**src/rtl/lif_pkg.sv**
```systemverilog
// Shared constants and helpers for the time-multiplexed LIF neuron array:
// config addresses, FSM state encodings, default Q format and saturating add.
package lif_pkg;

  localparam logic [2:0] CFG_E_REST = 3'd0;
  localparam logic [2:0] CFG_TAU    = 3'd1;
  localparam logic [2:0] CFG_V_TH   = 3'd2;
  localparam logic [2:0] CFG_REFRAC = 3'd3;
  localparam logic [2:0] CFG_V_INIT = 3'd4;

  typedef logic [1:0] state_t;
  localparam state_t S_CFG   = 2'd0;
  localparam state_t S_INIT  = 2'd1;
  localparam state_t S_RUN   = 2'd2;
  localparam state_t S_DRAIN = 2'd3;

  localparam int LIF_DATA_W = 16;
  localparam int LIF_FRAC_W = 8;

  // Three-operand add clamped to the signed range of a w-bit word (w <= 30).
  function automatic logic signed [63:0] sat_add3(input logic signed [63:0] a,
                                                  input logic signed [63:0] b,
                                                  input logic signed [63:0] c,
                                                  input int w);
    logic signed [63:0] s, hi, lo;
    s  = a + b + c;
    hi = (64'sd1 <<< (w - 1)) - 64'sd1;
    lo = -(64'sd1 <<< (w - 1));
    if (s > hi) return hi;
    if (s < lo) return lo;
    return s;
  endfunction

endpackage

```
**src/rtl/lif_update_pipe.sv**
```systemverilog
// Two-stage LIF update: leak multiply in stage 1, integrate/saturate/threshold
// in stage 2, with stage-2 results forwarded to a stage-1 read of the same neuron.
module lif_update_pipe
  import lif_pkg::*;
#(
  parameter int DATA_W   = LIF_DATA_W,
  parameter int FRAC_W   = LIF_FRAC_W,
  parameter int REFRAC_W = 4,
  parameter int IDX_W    = 2
) (
  input  logic                     clk,
  input  logic                     rst,
  input  logic                     i_vld,
  input  logic [IDX_W-1:0]         i_idx,
  input  logic signed [DATA_W-1:0] i_data,
  input  logic signed [DATA_W-1:0] i_rd_v,
  input  logic [REFRAC_W-1:0]      i_rd_ref,
  input  logic signed [DATA_W-1:0] i_e_rest,
  input  logic [DATA_W-1:0]        i_tau,
  input  logic signed [DATA_W-1:0] i_v_th,
  input  logic [REFRAC_W-1:0]      i_refrac,
  output logic                     o_wb_en,
  output logic [IDX_W-1:0]         o_wb_idx,
  output logic signed [DATA_W-1:0] o_wb_v,
  output logic [REFRAC_W-1:0]      o_wb_ref,
  output logic                     o_out_valid,
  output logic [IDX_W-1:0]         o_out_idx,
  output logic signed [DATA_W-1:0] o_out_v,
  output logic                     o_out_spike
);

  localparam int PW = 2 * DATA_W + 1;

  logic                     r_vld_p1;
  logic [IDX_W-1:0]         r_idx_p1;
  logic signed [PW-1:0]     r_s_p1;
  logic signed [DATA_W-1:0] r_data_p1;
  logic [REFRAC_W-1:0]      r_ref_p1;
  logic                     r_refr_p1;

  logic                     r_out_valid;
  logic [IDX_W-1:0]         r_out_idx;
  logic signed [DATA_W-1:0] r_out_v;
  logic                     r_out_spike;

  logic                     w_fwd;
  logic signed [DATA_W-1:0] w_v_s1;
  logic [REFRAC_W-1:0]      w_ref_s1;
  logic signed [DATA_W:0]   w_d;
  logic signed [PW-1:0]     w_d_x;
  logic signed [PW-1:0]     w_tau_x;
  logic signed [DATA_W-1:0] w_sum;
  logic signed [DATA_W-1:0] w_wb_v;
  logic [REFRAC_W-1:0]      w_wb_ref;
  logic signed [DATA_W-1:0] w_out_v;
  logic                     w_spike;

  // Stage 1: read (or forward) neuron state, compute leaked offset from rest
  assign w_fwd    = r_vld_p1 && (r_idx_p1 == i_idx);
  assign w_v_s1   = w_fwd ? w_wb_v   : i_rd_v;
  assign w_ref_s1 = w_fwd ? w_wb_ref : i_rd_ref;
  assign w_d      = (DATA_W+1)'(w_v_s1) - (DATA_W+1)'(i_e_rest);
  assign w_d_x    = PW'(w_d);
  assign w_tau_x  = PW'(i_tau);

  always_ff @(posedge clk) begin
    if (i_vld) begin
      r_idx_p1  <= i_idx;
      r_s_p1    <= (w_d_x * w_tau_x) >>> FRAC_W;
      r_data_p1 <= i_data;
      r_ref_p1  <= w_ref_s1;
      r_refr_p1 <= (w_ref_s1 != '0);
    end
  end

  // Stage 2: integrate, saturate, threshold and decide write-back
  assign w_sum = DATA_W'(sat_add3(64'(r_s_p1), 64'(i_e_rest), 64'(r_data_p1), DATA_W));

  always_comb begin
    w_wb_v   = w_sum;
    w_wb_ref = '0;
    w_out_v  = w_sum;
    w_spike  = 1'b0;
    if (r_refr_p1) begin
      w_wb_v   = i_e_rest;
      w_wb_ref = r_ref_p1 - REFRAC_W'(1);
      w_out_v  = i_e_rest;
    end else if (w_sum >= i_v_th) begin
      w_wb_v   = i_e_rest;
      w_wb_ref = i_refrac;
      w_spike  = 1'b1;
    end
  end

  always_ff @(posedge clk) begin
    if (rst) begin
      r_vld_p1    <= 1'b0;
      r_out_valid <= 1'b0;
      r_out_idx   <= '0;
      r_out_v     <= '0;
      r_out_spike <= 1'b0;
    end else begin
      r_vld_p1    <= i_vld;
      r_out_valid <= r_vld_p1;
      if (r_vld_p1) begin
        r_out_idx   <= r_idx_p1;
        r_out_v     <= w_out_v;
        r_out_spike <= w_spike;
      end
    end
  end

  assign o_wb_en     = r_vld_p1;
  assign o_wb_idx    = r_idx_p1;
  assign o_wb_v      = w_wb_v;
  assign o_wb_ref    = w_wb_ref;
  assign o_out_valid = r_out_valid;
  assign o_out_idx   = r_out_idx;
  assign o_out_v     = r_out_v;
  assign o_out_spike = r_out_spike;

endmodule

```
**src/rtl/lif_neuron_array.sv**
```systemverilog
// Array of leaky integrate-and-fire neurons sharing one update pipeline.
// Optional per-neuron 8-bit spike counters when LIF_SPIKE_COUNT_EN is defined.
module lif_neuron_array
  import lif_pkg::*;
#(
  parameter int N_NEURONS = 4,
  parameter int DATA_W    = LIF_DATA_W,
  parameter int FRAC_W    = LIF_FRAC_W,
  parameter int REFRAC_W  = 4,
  localparam int IDX_W    = (N_NEURONS > 1) ? $clog2(N_NEURONS) : 1
) (
  input  logic                     clk,
  input  logic                     rst,
  input  logic                     cfg_we,
  input  logic [2:0]               cfg_addr,
  input  logic [DATA_W-1:0]        cfg_data,
  input  logic                     run,
  input  logic                     in_valid,
  output logic                     in_ready,
  input  logic signed [DATA_W-1:0] in_data,
  output logic                     out_valid,
  output logic [IDX_W-1:0]         out_idx,
  output logic signed [DATA_W-1:0] out_v,
  output logic                     out_spike,
  output logic                     busy
`ifdef LIF_SPIKE_COUNT_EN
  ,
  input  logic [IDX_W-1:0]         cnt_sel,
  output logic [7:0]               cnt_out
`endif
);

  localparam int DEPTH = 1 << IDX_W;

  state_t                   r_state;
  logic [IDX_W-1:0]         r_idx;
  logic                     r_drain;
  logic signed [DATA_W-1:0] r_e_rest;
  logic [DATA_W-1:0]        r_tau;
  logic signed [DATA_W-1:0] r_v_th;
  logic [REFRAC_W-1:0]      r_refrac;
  logic signed [DATA_W-1:0] r_v_init;
  logic signed [DATA_W-1:0] r_v   [DEPTH];
  logic [REFRAC_W-1:0]      r_ref [DEPTH];

  logic                     w_accept;
  logic                     w_last;
  logic                     w_wb_en;
  logic [IDX_W-1:0]         w_wb_idx;
  logic signed [DATA_W-1:0] w_wb_v;
  logic [REFRAC_W-1:0]      w_wb_ref;

  assign in_ready = (r_state == S_RUN);
  assign busy     = (r_state != S_CFG);
  assign w_accept = in_valid && in_ready;
  assign w_last   = (r_idx == IDX_W'(N_NEURONS - 1));

  always_ff @(posedge clk) begin
    if (rst) begin
      r_state  <= S_CFG;
      r_idx    <= '0;
      r_drain  <= 1'b0;
      r_e_rest <= '0;
      r_tau    <= '0;
      r_v_th   <= '0;
      r_refrac <= '0;
      r_v_init <= '0;
    end else begin
      case (r_state)
        S_CFG: begin
          if (cfg_we) begin
            case (cfg_addr)
              CFG_E_REST: r_e_rest <= cfg_data;
              CFG_TAU:    r_tau    <= cfg_data;
              CFG_V_TH:   r_v_th   <= cfg_data;
              CFG_REFRAC: r_refrac <= cfg_data[REFRAC_W-1:0];
              CFG_V_INIT: r_v_init <= cfg_data;
              default: ;
            endcase
          end
          if (run) begin
            r_state <= S_INIT;
            r_idx   <= '0;
          end
        end
        S_INIT: begin
          if (w_last) begin
            r_state <= S_RUN;
            r_idx   <= '0;
          end else begin
            r_idx <= r_idx + IDX_W'(1);
          end
        end
        S_RUN: begin
          if (w_accept) r_idx <= w_last ? '0 : r_idx + IDX_W'(1);
          if (!run) begin
            r_state <= S_DRAIN;
            r_drain <= 1'b0;
          end
        end
        default: begin
          r_drain <= 1'b1;
          if (r_drain) r_state <= S_CFG;
        end
      endcase
    end
  end

  // The pipeline is empty while S_INIT sweeps the register file
  always_ff @(posedge clk) begin
    if (r_state == S_INIT) begin
      r_v[r_idx]   <= r_v_init;
      r_ref[r_idx] <= '0;
    end else if (w_wb_en && !rst) begin
      r_v[w_wb_idx]   <= w_wb_v;
      r_ref[w_wb_idx] <= w_wb_ref;
    end
  end

  lif_update_pipe #(
    .DATA_W  (DATA_W),
    .FRAC_W  (FRAC_W),
    .REFRAC_W(REFRAC_W),
    .IDX_W   (IDX_W)
  ) u_pipe (
    .clk        (clk),
    .rst        (rst),
    .i_vld      (w_accept),
    .i_idx      (r_idx),
    .i_data     (in_data),
    .i_rd_v     (r_v[r_idx]),
    .i_rd_ref   (r_ref[r_idx]),
    .i_e_rest   (r_e_rest),
    .i_tau      (r_tau),
    .i_v_th     (r_v_th),
    .i_refrac   (r_refrac),
    .o_wb_en    (w_wb_en),
    .o_wb_idx   (w_wb_idx),
    .o_wb_v     (w_wb_v),
    .o_wb_ref   (w_wb_ref),
    .o_out_valid(out_valid),
    .o_out_idx  (out_idx),
    .o_out_v    (out_v),
    .o_out_spike(out_spike)
  );

`ifdef LIF_SPIKE_COUNT_EN
  logic [7:0] r_cnt [DEPTH];

  always_ff @(posedge clk) begin
    if (rst || r_state == S_INIT) begin
      for (int k = 0; k < DEPTH; k++) r_cnt[k] <= '0;
    end else if (out_valid && out_spike && r_cnt[out_idx] != 8'hFF) begin
      r_cnt[out_idx] <= r_cnt[out_idx] + 8'd1;
    end
  end

  assign cnt_out = r_cnt[cnt_sel];
`endif

endmodule
```
**config.mk**
```make
export PLATFORM = sky130hd
export DESIGN_NAME = lif_neuron_array
export DESIGN_NICKNAME = d
export VERILOG_FILES = /design/src/rtl/lif_pkg.sv /design/src/rtl/lif_update_pipe.sv /design/src/rtl/lif_neuron_array.sv
export SDC_FILE = /design/constraint.sdc
export NUM_CORES = 1
export LEC_CHECK = 0
export BUFFER_PORTS_ARGS = -buffer_cell sky130_fd_sc_hd__buf_4
export CORE_MARGIN = 2
export CORE_UTILIZATION = 56
export CTS_BUF_LIST = sky130_fd_sc_hd__clkbuf_8 sky130_fd_sc_hd__clkbuf_16
export DETAILED_ROUTE_END_ITERATION = 10
export PLACE_DENSITY = 0.73
export SLEW_MARGIN = 20
export SYNTH_ARGS = -nofsm -noshare
export SYNTH_HDL_FRONTEND = slang
export SYNTH_HIERARCHICAL = 1
export SYNTH_SLANG_ARGS = --single-unit
```
**constraint.sdc**
```tcl
create_clock -name clk -period 15.05 [get_ports clk]
set_input_delay 0.7525 -clock clk [delete_from_list [all_inputs] [get_ports clk]]
set_output_delay 0.7525 -clock clk [all_outputs]
set_load 0.02 [all_outputs]
```
# --- Word level (Yosys, flattened, before mapping) ---
# Memories as Yosys holds them, arrays and structs flattened. A register that Yosys moved wholly into a read port is not among the register bits.
# Cells that the tools add are included.
op_classes:
  n_reduce_logical: 21
  shift: 0
  mul: 1
  addsub: 5
  order_cmp: 3
  bitwise_logic: 1
  n_mux: 42
  n_div: 0
  eq_ne: 12
op_table:
  columns: ["operator", "n"]
  rows:
  - ["$mux W16", 9]
  - ["$gt A64 B16 Y1 const B", 1]
  - ["$lt A64 B16 Y1 const B", 1]
  - ["$mul A17 B17 Y33", 1]
  - ["$add A26 B16 Y27", 1]
  - ["$add A25 B16 Y26", 1]
  - ["$mux W2", 13]
  - ["$reduce_and A3 Y1", 6]
  - ["$sub A16 B16 Y17", 1]
  - ["$ge A16 B16 Y1", 1]
  - ["$mux W4", 4]
  - ["$reduce_or A16 Y1", 1]
  - ["$mux W1", 13]
  - ["$pmux W2 S3", 2]
  - ["$reduce_bool A4 Y1", 2]
  - ["$eq A3 B2 Y1 const B", 2]
  - ["$ne A2 B2 Y1 const B", 3]
  - ["$eq A2 B2 Y1 const B", 2]
  - ["$reduce_and A4 Y1", 1]
  - ["$reduce_or A4 Y1", 1]
  - ["$sub A4 B1 Y4 const B", 1]
  - ["$eq A3 B1 Y1 const B", 1]
  - ["$eq A3 B3 Y1 const B", 1]
  - ["$logic_and A1 B1 Y1", 3]
  - ["other kinds (13)", 13]
totals:
  latch_bits: 0
  elab_cells: 105
  n_memories: 2
  mem_bits_ro: 0
  mem_bits_rw: 80
  output_inout_bits: 22
  register_bits: 142
  in_bits: 40
mem_list:
  columns: ["name", "words", "width", "rd", "rd_ports_with_merged_regs", "wr", "line", "rtl"]
  rows:
  - ["r_v", 4, 16, 1, 1, 1, "lif_neuron_array.sv:43", "logic signed [DATA_W-1:0] r_v [DEPTH];"]
  - ["r_ref", 4, 4, 1, 1, 1, "lif_neuron_array.sv:44", "logic [REFRAC_W-1:0] r_ref [DEPTH];"]

# --- Depth between registers and ports, before layout ---
# Gate-level depths: netlist (run 1).
logic_depth:
  depth_word: 13
  ltp_mapped: 68
  mapped_depth_nobuf: 66

# --- Modules after synthesis ---
# The synthesis (run 1) kept the hierarchy.
modules_own_cells:
  columns: ["mod", "seq_area_each_um2", "area_each_um2", "n_inst", "cells_per_inst"]
  rows:
  - ["lif_update_pipe", 1861.8, 16553.4, 1, 1861]
  - ["lif_neuron_array", 3903.7, 6336.1, 1, 493]

# --- Worst setup path after synthesis (run 1) ---
# No wires, ideal clock.
synth_path:
  kind: "register to register"
  start: "register r_e_rest[1]"
  end: "register u_pipe.r_s_p1[21], data pin"
  path_stages_with_launch: 68
  setup_slack_ns: 1.192
  setup_ns: 0.261
  required_ns: 14.789
  period_less_slack_ns: 13.858
  path_buffers: 4
  t_arrival_ns: 13.597
  cell_sequence: "dfxtp_1 inv_1 fa_1 inv_1 ha_1 fa_1 a211oi_1 o21ai_0 nand3b_1 nand2_1 a2111oi_2 nor2b_1 nor2_1 nor4b_1 a21oi_1 buf_2 nor2_1 inv_1 (+32 left out) inv_1 fa_1 fa_1 inv_1 fa_1 inv_1 ha_1 a21o_1 a21o_1 a21o_1 a21oi_1 a2bb2oi_1 nand2_1 o21ai_0 a21boi_0 o21a_1 o21ai_0 a21oi_1"
synth_between:
  elab_chain_len: 13
  elab_cells_between_ends: 16
  cone_classes: "add/sub (3); mul (1); order compare (3); mux (9)"
synth_lines:
  columns: ["item", "line", "rtl"]
  rows:
  - ["from (decl)", "lif_neuron_array.sv:38", "logic signed [DATA_W-1:0] r_e_rest;"]
  - ["from (signal assigned)", "lif_neuron_array.sv:73", "CFG_E_REST: r_e_rest <= cfg_data;"]
  - ["$add A25 B16 Y26", "lif_pkg.sv:26", "s = a + b + c;"]
  - ["$add A26 B16 Y27", "lif_pkg.sv:26", null]
  - ["$lt A64 B16 Y1", "lif_pkg.sv:30", "if (s < lo) return lo;"]
  - ["$mux W1 (2 in series)", "lif_pkg.sv:30", null]
  - ["$mux W16", "lif_pkg.sv:31", "return s;"]
  - ["$mux W16", "lif_pkg.sv:30", null]
  - ["$ge A16 B16 Y1", "lif_update_pipe.sv:88", "end else if (w_sum >= i_v_th) begin"]
  - ["$mux W16", "lif_update_pipe.sv:88", null]
  - ["$mux W16", "lif_update_pipe.sv:84", "if (r_refr_p1) begin"]
  - ["$mux W16", "lif_update_pipe.sv:60", "assign w_v_s1 = w_fwd ? w_wb_v : i_rd_v;"]
  - ["$sub A16 B16 Y17 *", "lif_update_pipe.sv:62", "assign w_d = (DATA_W+1)'(w_v_s1) - (DATA_W+1)'(i_e_rest);"]
  - ["$mul A17 B17 Y33 *", "lif_update_pipe.sv:69", "r_s_p1 <= (w_d_x * w_tau_x) >>> FRAC_W;"]
  - ["to (signal assigned)", "lif_update_pipe.sv:69", null]
  - ["to (decl)", "lif_update_pipe.sv:36", "logic signed [PW-1:0] r_s_p1;"]
# Mark *: on every way between the ends. The rest lies on a longest branch, timed or not. The select of a mux whose other input is x is not followed.
# A chain may end at the register's enable or synchronous reset.

# --- Final worst setup path (run 1) ---
# Ends and elaborated chain as after synthesis.

==> out/results.txt, run 1 <==
Register Area -> 5770 um2
top-count cell post-synth -> inv_1
row cnt -> 74
H-tree Lvls -> 1
drt first pass iters -> 5
CTS clk-pin slew, worst paths -> 0.06 ns
die area -> 42500 um2
arrival time at the worst endpoint -> 14.70 ns
endpoints failing hold -> 0
setup TNS -> 0 ns
Yosys warning total -> 6
Buf+Inv Stages, Crit Path -> 10
WS Path Type -> reg2reg
synthesized area -> 22900 um2
critical path required time -> 15.34 ns
largest net degree at the start of global routing -> 108
DR iter-0 viols -> 1520
drt drc -> 0
final total power -> 3.26 mW
share of cells above drive strength 1 -> 11.3%
Layout area overhead -> 9.70%
register bit total from synthesis -> 224
hold crit path type -> in2reg
hold path depth -> 1
final slew viol count -> 0
Reg2Reg Depth -> 64
initial antenna violation count -> 1
commonest cells in the netlist -> inv_1 (414), fa_1 (292), nand2_1 (214)
die height -> 206 um
HPWL Detailed -> 47700 um
P_leak -> 11.3 nW
antenna cells -> 0
CP dominant cell by count -> fa_1
register area share after synthesis -> 25.2%
# fillers -> 3344
CTS sink cnt -> 224
RR Endpoint -> u_pipe/r_s_p1[21]$_DFFE_PP_
area leader, netlist -> fa_1
mean post-synth cell area -> 9.72 um2
Longest Clk Path Bufs -> 3
CP max stage delay -> 0.55 ns
global-route wire length before repair -> 96600 um
reg2reg setup slack -> 0.64 ns
Hold Path Origin -> in_data[11]
DR vias -> 17162
wire per inst -> 20.7 um
kind of end point of the critical path -> flop
worst r2r src -> r_e_rest[1]$_SDFFE_PP0P_
Comb power frac -> 58.9%
FMAX -> 0.0694 GHz
cell area power density -> 130 nW/um2
vias in the first global route -> 17538
GRT Total Usage -> 29.5%
EDFF count, synth -> 128
Clk pwr share -> 17.4%
Worst path slowest cell -> fa_1
CP delay by family, top -> adder cells
CP max FO -> 27
Die Wd -> 206 um
Core Area -> 40600 um2
VDD IR max -> 0.130 mV
Worst Tran Pin Value -> 1.03 ns
post-synthesis cell type count -> 79
part of the power in registers -> 23.6%
Routed Antenna Nets -> 0
clock latency on the worst-skew pair -> 0.55 ns
crit share post-route -> 95.7%
CTS tree -> built
Slew headroom -> 31.0%
ys flop type -> edfxtp_1
crit start category -> flop
Syn Nets -> 2833
Starting Density -> 56.4%
Max Cap Viol -> 0
TritonCTS Buffers -> 24
grt total ovfl -> 0
hold endpoint -> u_pipe/r_data_p1[11]$_DFFE_PP_
area occupied by multi-input gates -> 15300 um2
status -> completed
Final Setup Violations -> 0
switching share of power -> 46.4%
I/O Buffers -> 61
vias per inst -> 5.80
post-synth top area share -> 25.5%
Synth area leaders -> fa_1 (26%), edfxtp_1 (17%), dfxtp_1 (8.4%)
clock root cell -> clkbuf_16
IO Count -> 62
Synth async-reset ratio -> 0%
routability cong. -> 0.958
Total Wirelength -> 61300 um
Worst Clk Skew -> 0.0121 ns
Cells after Synth -> 2354
min Tclk post-route -> 14.41 ns
Switch Pwr -> 1.51 mW
hold slack -> 0.383 ns
Int Pwr -> 1.75 mW
fin nets -> 2888
cells by family after synthesis:
logic type | count (synthesis) | share of synthesized area (%)
XOR/XNOR | 85 | 3.25
flip-flops | 224 | 25.2
buffers and inverters | 519 | 8.78
multiplexers | 73 | 4.43
AO/OA/AOI/OAI | 346 | 9.46
AND/OR/NAND/NOR | 668 | 15.3
adder cells (fa/ha/maj) | 439 | 33.6
flip-flops by register name (all words and copies together), names as in the netlist, named ones only:
name,cells
r_drain,1
r_state,2
r_idx,2
u_pipe/o_out_valid,1
u_pipe/o_wb_en,1
r_v_th,16
u_pipe/o_out_v,16
r_ref,16
r_v,64
u_pipe/o_out_spike,1
u_pipe/r_data_p1,16
u_pipe/o_out_idx,2
r_refrac,4
u_pipe/r_ref_p1,4
u_pipe/r_s_p1,25
r_tau,16
r_e_rest,16
u_pipe/r_refr_p1,1
r_v_init,16
u_pipe/o_wb_idx,2
layer usage:
layer / share of wire, % / GRT usage [%] / wire length [um] / up-vias
li1: - / - / - / 7762
met1: 42 / 40.2 / 25500 / 8580
met2: 47 / 48.9 / 28900 / 671
met3: 6.8 / 2.81 / 4190 / 147
met4: 4.3 / 11.8 / 2610 / 2
met5: 0.018 / 0 / 11 / -
worst max path at each step:
stage / cells after the start / endpoint / startpoint / slack (ns)
3_5_place_dp: 63 / u_pipe/r_s_p1[21]$_DFFE_PP_ / r_e_rest[1]$_SDFFE_PP0P_ / -0.07
5_1_grt: 65 / u_pipe/r_s_p1[24]$_DFFE_PP_ / r_e_rest[1]$_SDFFE_PP0P_ / -0.23
2_1_floorplan: 67 / u_pipe/r_s_p1[21]$_DFFE_PP_ / r_e_rest[1]$_SDFFE_PP0P_ / 1.19
3_3_place_gp: 64 / u_pipe/r_s_p1[21]$_DFFE_PP_ / r_e_rest[1]$_SDFFE_PP0P_ / 0.44
4_1_cts: 62 / u_pipe/r_s_p1[21]$_DFFE_PP_ / r_e_rest[1]$_SDFFE_PP0P_ / 0.04
6_report: 64 / u_pipe/r_s_p1[21]$_DFFE_PP_ / r_e_rest[1]$_SDFFE_PP0P_ / 0.64
per-stage QoR:
step / cell area, um2 / std cells / util, % / setup slack [ns]
global route: 25100 / 2959 / 61.9 / -0.228
CTS: 24800 / 2942 / 61.2 / 0.0435
floorplan: 22900 / 2354 / - / 1.19
detailed placement: 24000 / 2898 / 59.2 / -0.0710
finish: 25100 / 2959 / 61.9 / 0.642
global placement: 24000 / 2898 / 59.2 / 0.437
repair_timing:
item / CTS / global route
setup buffers: 0 / 16
gates resized for setup: 4 / 30
setup endpoints to repair: 3 / 19
hold buffers: 0 / 0
gates cloned: 0 / 1
pin swaps: 0 / 7
cell usage in the layout (no fill, tap or decap), drive strengths merged, types with 7 or more instances in the layout:
cell type | synthesis | layout
inv | 414 | 425
fa | 292 | 292
nand2 | 215 | 215
ha | 147 | 147
and2 | 140 | 140
buf | 33 | 133
edfxtp | 128 | 128
a21oi | 114 | 114
o21ai | 101 | 101
dfxtp | 96 | 96
nand3 | 86 | 86
nor2 | 59 | 59
xnor2 | 57 | 58
nand2b | 52 | 52
a21o | 28 | 28
xor2 | 28 | 28
mux2 | 27 | 27
mux2i | 26 | 26
clkbuf | 72 | 24
nor2b | 23 | 23
mux4 | 20 | 20
nor3 | 19 | 19
o2111ai | 15 | 15
and3 | 13 | 13
o21a | 11 | 11
a31oi | 11 | 11
a211o | 8 | 8
nor3b | 8 | 8
a211oi | 8 | 8
or2 | 8 | 8
clkinv | 0 | 8
or3 | 7 | 7
nand4 | 7 | 7
power by group through the flow:
stage	combinational (mW)	sequential, mW	clock [mW]
floorplan	1.17	0.767	0
detailed placement	1.76	0.784	0
CTS	1.78	0.772	0.573
global route	2.09	0.777	0.595
finish	1.92	0.771	0.568
global placement	1.73	0.780	0
final cells by class:
class                      count  share of cell area (%)
clock buffer                  24                    2.39
clock inverter                20                   0.633
inverter                     414                    6.19
multi-input combinational   1612                    61.1
sequential                   224                    23.0
tap                          532                    2.65
timing repair buffer         133                    4.06
No activity file was read; power rests on OpenSTA's default activity.
==> inputs of run 2 (changes only) <==
Settings changed: SYNTH_HIERARCHICAL 1 to not set.
==> run 2 against run 1 <==
Area after synthesis shrank 2.2%. Setup slack better by 0.16 ns. Synthesized cell count increased by 1.7%. Register-to-register slack better by 0.16 ns. Worst hold slack better by 0.0069 ns. Sequential cell count stayed put. Total power rose by 0.25%. Largest power group unchanged.
==> out/results.txt, run 2 <==
Reg with most FFs -> r_v
Buf+Inv Stages, Crit Path -> 8
adder-cell area share of the yosys netlist -> 34.2%
final total power -> 3.27 mW
global-route wire length before repair -> 97300 um
WS Path Type -> reg2reg
Slew headroom -> 24.8%
CTS Hold Bufs -> 0
kind of end point of the critical path -> flop
Syn Nets -> 2872
Compound-Gate Fraction of Synth Area -> 10.5%
register bit total from synthesis -> 224
wire per inst -> 20.5 um
number of flip-flops in the largest register -> 64
met1 usage -> 40.4%
Worst Clk Skew -> 0.0323 ns
CP delay by family, top -> adder cells
ys flop type -> edfxtp_1
Worst path slowest cell -> or4b_2
most frequent cells in the layout -> inv_1 (426), nand2_1 (351), fa_1 (289), a21oi_1 (151), ha_1 (147)
die height -> 204 um
drt first pass iters -> 5
VDD IR max -> 0.114 mV
DR iter-0 viols -> 1420
CTS tree -> built
xor/xnor share of the synthesized area -> 2.82%
Synth area leaders -> fa_1 (26%), edfxtp_1 (17%), dfxtp_1 (8.6%)
TritonCTS Buffers -> 22
routing usage on met2 -> 51.4%
main combinational cell family by area after synthesis -> adder cells
switching share of power -> 47.5%
Synth async-reset ratio -> 0%
clock root cell -> clkbuf_16
status -> completed
Starting Density -> 56.5%
part of the power in registers -> 23.6%
Cells after Synth -> 2395
CP max stage delay -> 0.63 ns
hold crit path type -> in2reg
cell area power density -> 134 nW/um2
CTS sink cnt -> 224
IO Count -> 62
row cnt -> 73
FMAX -> 0.0702 GHz
CP max FO -> 9
DR vias -> 17031
Core Area -> 39600 um2
Layout area overhead -> 9.10%
antenna cells -> 0
final setup margin -> 0.806 ns
Worst Tran Pin Value -> 1.12 ns
commonest cells in the netlist -> inv_1 (422), nand2_1 (351), fa_1 (290)
share of cells above drive strength 1 -> 8.50%
Routed Antenna Nets -> 0
Max Cap Viol -> 0
die area -> 41600 um2
arrival time at the worst endpoint -> 14.50 ns
register area share after synthesis -> 25.8%
Final Setup Violations -> 0
Clk pwr share -> 17.8%
post-synth top area share -> 25.9%
Die Wd -> 204 um
EDFF count, synth -> 128
Simple-Gate Fraction of Synth Area -> 15.3%
Largest regs -> r_v x64, u_pipe.r_s_p1 x25
CTS clk-pin slew, worst paths -> 0.07 ns
mean post-synth cell area -> 9.35 um2
drt drc -> 0
commonest non-fill, non-tap cell in the layout -> inv_1
H-tree Lvls -> 1
CP dominant cell by count -> fa_1
crit share post-route -> 94.6%
Total Wirelength -> 60700 um
min Tclk post-route -> 14.24 ns
Yosys warning total -> 0
routability cong. -> 0.941
critical path required time -> 15.31 ns
GR peak layer -> met2
mux share of post-synthesis cell area -> 2.64%
vias in the first global route -> 17811
GRT Total Usage -> 30.2%
grt total ovfl -> 0
initial antenna violation count -> 1
top-count cell post-synth -> inv_1
final slew viol count -> 0
Longest Clk Path Bufs -> 3
endpoints failing hold -> 0
vias per inst -> 5.75
synthesized area -> 22400 um2
Comb power frac -> 58.7%
fin nets -> 2897
crit start category -> flop
clock latency on the worst-skew pair -> 0.55 ns
routing usage on met3 -> 3.71%
post-synthesis cell type count -> 77
Int Pwr -> 1.72 mW
area leader, netlist -> fa_1
Switch Pwr -> 1.55 mW
Placed Area -> 23500 um2
P_leak -> 10.9 nW
largest net degree at the start of global routing -> 54
I/O Buffers -> 61
Placement Setup Slack -> 0.241 ns
HPWL Detailed -> 46500 um
final instance area -> 24400 um2
[run 2: cell count changes after synthesis, moves of 27 or more]
cell / change
nand2_1: +137
nand3_1: -64
nor2_1: +48
a21oi_1: +41
nand2b_1: -40
mux2_2: -27
[run 2: cell families after synthesis]
kind of cell    after synthesis
flops                       224
xor+xnor                     72
buf+inv                     525
mux                          34
compound gates              376
simple gates                726
fa+ha+maj                   438
[run 2: routing by layer]
layer / wire length, um / up-vias
li1: - / 7729
met3: 4400 / 127
met5: 0 / -
met2: 29300 / 702
met4: 1980 / 0
met1: 25100 / 8473
[run 2: path summary, 6_finish.rpt]
| check | slack, ns | endpoint | cells past startpoint | startpoint |
|---|---|---|---|---|
| min reg2reg | 0.46 | r_v_th[11]$_SDFFE_PP0P_ | 2 | r_v_th[11]$_SDFFE_PP0P_ |
| min | 0.39 | u_pipe.r_data_p1[0]$_DFFE_PP_ | 1 | in_data[0] |
| max reg2reg | 0.81 | u_pipe.r_s_p1[24]$_DFFE_PP_ | 57 | r_e_rest[1]$_SDFFE_PP0P_ |
| max | 0.81 | u_pipe.r_s_p1[24]$_DFFE_PP_ | 57 | r_e_rest[1]$_SDFFE_PP0P_ |
[run 2: repair_timing]
item,CTS,global route
endpoints found under the setup margin,0,14
gates resized for setup,0,23
setup buffers,0,6
hold endpoints to repair,0,0
[run 2: area by class of cell]
| type | instances | area, um2 |
|---|---|---|
| clock inverters | 13 | 149 |
| clock buffers | 27 | 631 |
| inverters | 422 | 1580 |
| multi-input cells | 1646 | 14800 |
| flip-flops and latches | 224 | 5770 |
| repair buffers | 104 | 793 |
| fillers | 3290 | 15200 |
| well taps | 525 | 657 |
[run 2: through the flow]
| step | hold slack [ns] | util (%) | instances | TNS, ns |
|---|---|---|---|---|
| floorplan | 0.435 | - | 2395 | 0 |
| global placement | 0.443 | 59.2 | 2915 | 0 |
| detailed placement | 0.447 | 59.2 | 2915 | 0 |
| CTS | 0.377 | 61.1 | 2955 | 0 |
| global route | 0.386 | 61.6 | 2961 | -0.0471 |
| finish | 0.390 | 61.6 | 2961 | 0 |
[run 2: power by group through the flow]
stage,Clock [mW],Sequential (mW),Combinational [mW]
final,0.581,0.772,1.92
after global routing,0.605,0.778,2.09
after CTS,0.585,0.771,1.83
after detailed placement,0,0.783,1.82
after global placement,0,0.778,1.80
after floorplan,0,0.765,1.21
